### config.mk
export PLATFORM = sky130hd
export DESIGN_NAME = alu_arbiter
export DESIGN_NICKNAME = d
export VERILOG_FILES = /design/src/rtl/alu_arbiter.sv
export SDC_FILE = /design/constraint.sdc
export NUM_CORES = 1
export LEC_CHECK = 0
export BUFFER_PORTS_ARGS = -buffer_cell sky130_fd_sc_hd__clkbuf_2
export CAP_MARGIN = 20
export CORE_MARGIN = 5
export CORE_UTILIZATION = 35
export CTS_BUF_LIST = sky130_fd_sc_hd__clkbuf_16
export CTS_CLUSTER_SIZE = 28
export DETAILED_ROUTE_END_ITERATION = 16
export HOLD_SLACK_MARGIN = 0.08
export PLACE_DENSITY = 0.71
export SYNTH_ARGS = -nofsm -noshare
export SYNTH_HDL_FRONTEND = slang
export SYNTH_SLANG_ARGS = --single-unit
### constraint.sdc
create_clock -name clk -period 1.6 [get_ports clk]
set_input_delay 0.24 -clock clk [delete_from_list [all_inputs] [get_ports clk]]
set_output_delay 0.24 -clock clk [all_outputs]
set_load 0.1 [all_outputs]
### src/rtl/alu_arbiter.sv
// Round-robin arbiter and sequencer feeding one shared combinational 8-bit ALU.
// Grants one of two requesters, registers the ALU inputs, and holds a sanitised response until accepted.
module alu_arbiter (
    input  logic       clk,
    input  logic       rst,
    input  logic       req0_valid,
    output logic       req0_ready,
    input  logic [3:0] req0_op,
    input  logic [7:0] req0_a,
    input  logic [7:0] req0_b,
    input  logic       req1_valid,
    output logic       req1_ready,
    input  logic [3:0] req1_op,
    input  logic [7:0] req1_a,
    input  logic [7:0] req1_b,
    output logic       rsp_valid,
    input  logic       rsp_ready,
    output logic       rsp_id,
    output logic [7:0] rsp_result,
    output logic [3:0] rsp_flags,
    output logic [3:0] alu_sel,
    output logic [7:0] alu_a,
    output logic [7:0] alu_b,
    input  logic [7:0] alu_su,
    input  logic       alu_z,
    input  logic       alu_c,
    input  logic       alu_p,
    output logic       busy
);

    typedef enum logic [1:0] {IDLE, ISSUE, RESP} state_t;

    state_t state, state_next;
    logic   last_grant;
    logic   id_r;
    logic   grant0, grant1;

    // The ALU's S flag is sticky and its flags are stale below op 8, so S is rebuilt from the operands.
    function automatic logic [3:0] sanitise_flags(input logic [3:0] op, input logic [7:0] a,
                                                   input logic [7:0] b, input logic z,
                                                   input logic c, input logic p);
        logic s;
        s = ((op == 4'h9) || (op == 4'hB)) && (b > a);
        return op[3] ? {z, c, s, p} : 4'b0000;
    endfunction

    always_comb begin
        grant0 = 1'b0;
        grant1 = 1'b0;
        if (req0_valid && req1_valid) begin
            grant0 = last_grant;
            grant1 = !last_grant;
        end else if (req0_valid) begin
            grant0 = 1'b1;
        end else if (req1_valid) begin
            grant1 = 1'b1;
        end
    end

    always_comb begin
        state_next = state;
        req0_ready = 1'b0;
        req1_ready = 1'b0;
        case (state)
            IDLE: begin
                req0_ready = grant0;
                req1_ready = grant1;
                if (grant0 || grant1) state_next = ISSUE;
            end
            ISSUE: state_next = RESP;
            RESP: if (rsp_ready) state_next = IDLE;
            default: state_next = IDLE;
        endcase
    end

    assign rsp_valid = (state == RESP);
    assign busy      = (state != IDLE);

    always_ff @(posedge clk or posedge rst) begin
        if (rst) begin
            state      <= IDLE;
            last_grant <= 1'b1;
            id_r       <= 1'b0;
            alu_sel    <= 4'h0;
            alu_a      <= 8'h00;
            alu_b      <= 8'h00;
            rsp_result <= 8'h00;
            rsp_flags  <= 4'h0;
            rsp_id     <= 1'b0;
        end else begin
            state <= state_next;
            // Accept edge: latch the winner's payload into the ALU input registers.
            if ((state == IDLE) && (grant0 || grant1)) begin
                alu_sel    <= grant1 ? req1_op : req0_op;
                alu_a      <= grant1 ? req1_a  : req0_a;
                alu_b      <= grant1 ? req1_b  : req0_b;
                id_r       <= grant1;
                last_grant <= grant1;
            end
            // ALU outputs are only trusted here, while its inputs have been stable all cycle.
            if (state == ISSUE) begin
                rsp_result <= alu_su;
                rsp_flags  <= sanitise_flags(alu_sel, alu_a, alu_b, alu_z, alu_c, alu_p);
                rsp_id     <= id_r;
            end
        end
    end

endmodule

Word-level counts from Yosys, hierarchy flattened

Cells that the tools add are included.

Bits in read-only memories: 0
Latch bits: 0
Memories kept: 0
Memory bits (writable): 0
Logic and storage cells: 39
Register bits after elaboration: 37
Output and inout bits: 37

Equality and inequality tests: 6
Multiply operators: 0
Multiplexer cells: 14
Shifts and indexed selects: 0
Reductions and logical operators: 9
Bitwise gates (word level): 0
Magnitude comparators: 1
Add/sub/neg operators: 0
Div/mod/pow operators: 0

Operator list:

| cell                                                  | count |
|---|---|
| 2-to-1 mux 8 bit                                      | 2 |
| == test 4 bit, second input constant                  | 2 |
| greater-than comparator 8 bit                         | 1 |
| 2-to-1 mux 4 bit                                      | 2 |
| 2-to-1 mux 1 bit                                      | 7 |
| case mux 2 bit (3 select lines)                       | 1 |
| 2-to-1 mux 2 bit                                      | 2 |
| inequality test 2 x 1 -> 1 bit, second input constant | 2 |
| logical AND 1 bit                                     | 3 |
| == test 2 x 1 -> 1 bit, second input constant         | 1 |
| == test 2 bit, second input constant                  | 1 |
| zero test 2 bit                                       | 1 |
| logical OR 1 bit                                      | 2 |
| AND reduction 2 bit                                   | 1 |
| nonzero test 2 bit                                    | 1 |
| zero test 1 bit                                       | 1 |

Longest topological paths before layout

Depth after elaboration: 6
Gate-level depth with buffers: 6

Least setup slack after synthesis

No wires, ideal clock.

Path kind: reg-to-reg
Start point: register alu_a[6]
End point: register rsp_flags[1]
Data required time: 1475 ps
Arrival: 1983 ps
Buffers on the path: 0
Stages on the path, launching flop included: 7
Slack: -507 ps
Clock period less this slack: 2107 ps
Library setup time: 125 ps
Path through: dfrtp_1 -> inv_1 -> ha_1 -> a21oi_1 -> o21ai_0 -> or3_1 -> a2bb2oi_1

Cells in the longest elaborated chain, start to end: 3

RTL lines:

| element                       | RTL line | text |
|---|---|---|
| start: declaration            | 22       | `output logic [7:0] alu_a,` |
| start signal: assignment      | 95       | `alu_a <= grant1 ? req1_a : req0_a;` |
| greater-than comparator 8 bit | 43       | `s = ((op == 4'h9) \|\| (op == 4'hB)) && (b > a);` |
| logical AND 1 bit             | 43       |  |
| 2-to-1 mux 4 bit              | 44       | `return op[3] ? {z, c, s, p} : 4'b0000;` |
| end signal: assignment        | 103      | `rsp_flags <= sanitise_flags(alu_sel, alu_a, alu_b, alu_z, alu_c, alu_p);` |
| end: declaration              | 20       | `output logic [3:0] rsp_flags,` |

Every way passes these cells.
A chain may end at the register's enable or synchronous reset.

Worst setup path in the final report

Start point: register last_grant
End point: output req0_ready

Cells in the longest elaborated chain, start to end: 2

RTL lines:

| element                  | RTL line | text |
|---|---|---|
| start: declaration       | 34       | `logic last_grant;` |
| start signal: assignment | 98       | `last_grant <= grant1;` |
| 2-to-1 mux 1 bit         | 50       | `if (req0_valid && req1_valid) begin` |
| 2-to-1 mux 1 bit         | 64       | `case (state)` |
| end: declaration         | 7        | `output logic req0_ready,` |

Every way passes these cells.

==> impl_metrics.csv <==
group,metric,value,unit
global_routing,grt_pass1_wl,6375,µm
global_routing,overflow,0,
finish,nets,335,
clocking,cts_made_buffers,5,
sta,maxSlewHeadroom,0.6262,
finish,fillCellCount,486,
finish,final_common_cell,"clkbuf_2",
floorplanning,initial_core_util,0.3604,
logic_synthesis,syn_nets,237,
placed_design,place_congestion,0.7115,
critical_path,start_kind,"flip-flop",
floorplanning,die_x,82.52,µm
sta,min_period,1.585,ns
global_routing,track_usage,0.1270,
critical_path,critPathRequiredTime,1.36,ns
logic_synthesis,synth_cells,173,
clocking,cts_htree_levels,2,
route,avgViaCountPerCell,4.488,
critical_path,r2r_setup_slack,0.09,ns
finish,drive_gt1_frac,0.4853,
critical_path,path_max_fanout,3,
logic_synthesis,synth_cell_type_count,28,
critical_path,r2r_start,"alu_b[5]$_DFFE_PP0P_",
sta,fin_ws,0.01505,ns
global_routing,grt_max_degree,42,
finish,final_cells,342,
critical_path,r2r-end,"rsp_flags[1]$_DFFE_PP0N_",
placed_design,dp_slack,0.08917,ns
route,ant_nets,0,
finish,area_growth,44.19,%
floorplanning,die-area,6809,µm²
clocking,path_clk_slew,0.05,ns
global_routing,grt_pass1_vias,1433,
logic_synthesis,ys_seq_area_frac,0.5037,
sta,slew_violations,0,
sta,max_freq,0.6309,GHz
critical_path,reg2regPathDepth,5,
clocking,tritoncts,"built",
clocking,clockBufferDepth,2,
placed_design,io_buffers,92,
finish,final_cell_mix,"clkbuf_2, a21oi_1, mux2i_1, nor2_1, dfrtp_1",
sta,rsz0062_at_grt,"true",
global_routing,antenna_found_initial,0,
route,drc_errors,0,
logic_synthesis,yosys_warnings,0,
sta,worst_pin_slew,0.5630,ns
job,cap_violations,0,
clocking,cts_num_sinks,37,
route,drtPass1Iterations,4,
clocking,cts-root-buf,"clkbuf_16",
critical_path,slowest_delay,0.56,ns
route,wirelength,4137,µm
route,vias,1535,
route,wl_per_cell,12.10,µm
clocking,clock_latency,0.28,ns
floorplanning,die_y,82.52,µm
sta,timing.hold.ws,0.1399,ns
sta,timing.final.crit_share,0.9906,
critical_path,critPathSlowestCell,"dfstp_2",
critical_path,critPathLaunch,"last_grant$_DFFE_PP1P_",
logic_synthesis,netlist_area,1841,µm²
finish,diodes,0,
logic_synthesis,ys_seq_elements,37,
critical_path,crit_path_end,"req0_ready",
min_path,hold_path_class,"input pin to flip-flop",
sta,setup_viol,0,
placed_design,dp_hpwl,3285,µm
logic_synthesis,avgSynthCellArea,10.64,µm²
route,first_iter_violations,32,
floorplanning,num_rows,26,
run_status,status,"finished clean",
critical_path,criticalPathCategory,"flip-flop to primary output",
critical_path,cp.arrival,1.34,ns
sta,fin_setup_tns,0,ns
floorplanning,ios,93,
placed_design,dp_cells,333,
sta,fin_skew,0.002853,ns
critical_path,path_cells,"nand2b_4 -> and3_4 -> buf_12",
floorplanning,fp.coreArea,5107,µm²
sta,hold_viol,0,
critical_path,critPathCaptureType,"primary output",
area by class of cell:
type	count	area (µm²)	area share
Sequential cell	37	967.2	0.3645
Multi-Input combinational cell	115	838.3	0.3159
Timing Repair Buffer	99	573.1	0.2159
Clock buffer	5	125.1	0.04715
Tap cell	70	87.58	0.03300
Inverter	13	48.80	0.01839
Clock inverter	3	13.76	0.005186
Yosys cell counts:
library cell  count  area, µm²
or3_1             1      6.260
buf_6             1      11.26
o21ai_1           6      30.03
nor2_4            1      11.26
a21oi_1          23      115.1
o21a_1            1      7.510
and3_1            1      6.260
dfstp_2           1      26.28
ha_1              8      100.1
nor2_1           20      75.07
buf_4             1      7.510
nor3_2            1      10.01
mux2_1            8      90.09
dfrtp_1          36      900.9
o21ai_0           2      10.01
nand4_1           3      18.77
buf_8             2      30.03
a21boi_4          1      18.77
nor2b_1           1      6.260
and2_1            1      6.260
inv_1            13      48.80
nand2b_1          3      18.77
o21bai_1          1      7.510
a2bb2oi_1         1      8.760
mux2i_1          20      200.2
nand2_1          11      41.29
buf_2             4      20.02
o211ai_1          1      7.510
worst max-delay path, delay by kind of cell (launching register included):
kind	cells	cell delay [ns]
buf+inv	1	0.17
flops	1	0.56
simple gates	2	0.33
cells by family (layout without fill, tap and decap cells):
| group | Yosys count | after routing | share of synthesized area |
|---|---|---|---|
| buffers and inverters | 21 | 120 | 0.06391 |
| adder cells (fa/ha/maj) | 8 | 8 | 0.05439 |
| flip-flops | 37 | 37 | 0.5037 |
| multiplexers | 28 | 28 | 0.1577 |
| AO/OA/AOI/OAI | 36 | 36 | 0.1115 |
| AND/OR/NAND/NOR | 43 | 43 | 0.1088 |
registers in the layout, summed over array words and instances, names as in the netlist:
signal,flops
alu_a,8
rsp_result,8
id_r,1
state,2
rsp_id,1
alu_b,8
alu_sel,4
last_grant,1
rsp_flags,4
how the worst min path moves through the flow:
stage / from / to / slack [ns] / cells after the start
6_report: rsp_ready / state[1]$_DFFE_PP0P_ / 0.14 / 2
5_1_grt: rsp_ready / state[1]$_DFFE_PP0P_ / 0.13 / 2
4_1_cts: rsp_ready / state[1]$_DFFE_PP0P_ / 0.13 / 2
3_5_place_dp: rst / rsp_result[5]$_DFFE_PP0N_ / 0.36 / 3
3_3_place_gp: rst / rsp_result[5]$_DFFE_PP0N_ / 0.36 / 3
2_1_floorplan: rsp_ready / state[1]$_DFFE_PP0P_ / 0.33 / 1
layer usage:
metal	global-route usage	wire length [µm]	vias to the layer above
li1	-	-	793
met1	0.1466	1709	678
met2	0.2147	1991	60
met3	0.05206	413	4
met4	0.03922	23	0
met5	0	0	-
what timing repair did:
action / CTS / global route
hold buffers: 1 / 0
cloned: 0 / 0
endpoints found under the setup margin: 1 / 1
resized for setup: 1 / 1
endpoints found under the hold margin: 36 / 0
setup buffers: 0 / 0
stage by stage:
stage,utilization,instance area [µm²]
2_1_floorplan,-,1912
3_3_place_gp,0.4882,2494
3_5_place_dp,0.4882,2494
4_1_cts,0.5181,2646
5_1_grt,0.5196,2654
6_report,0.5196,2654
Power is left out: the tool's default activity adds up to more than one toggle a clock period on the data nets, which glitch-free logic cannot reach.
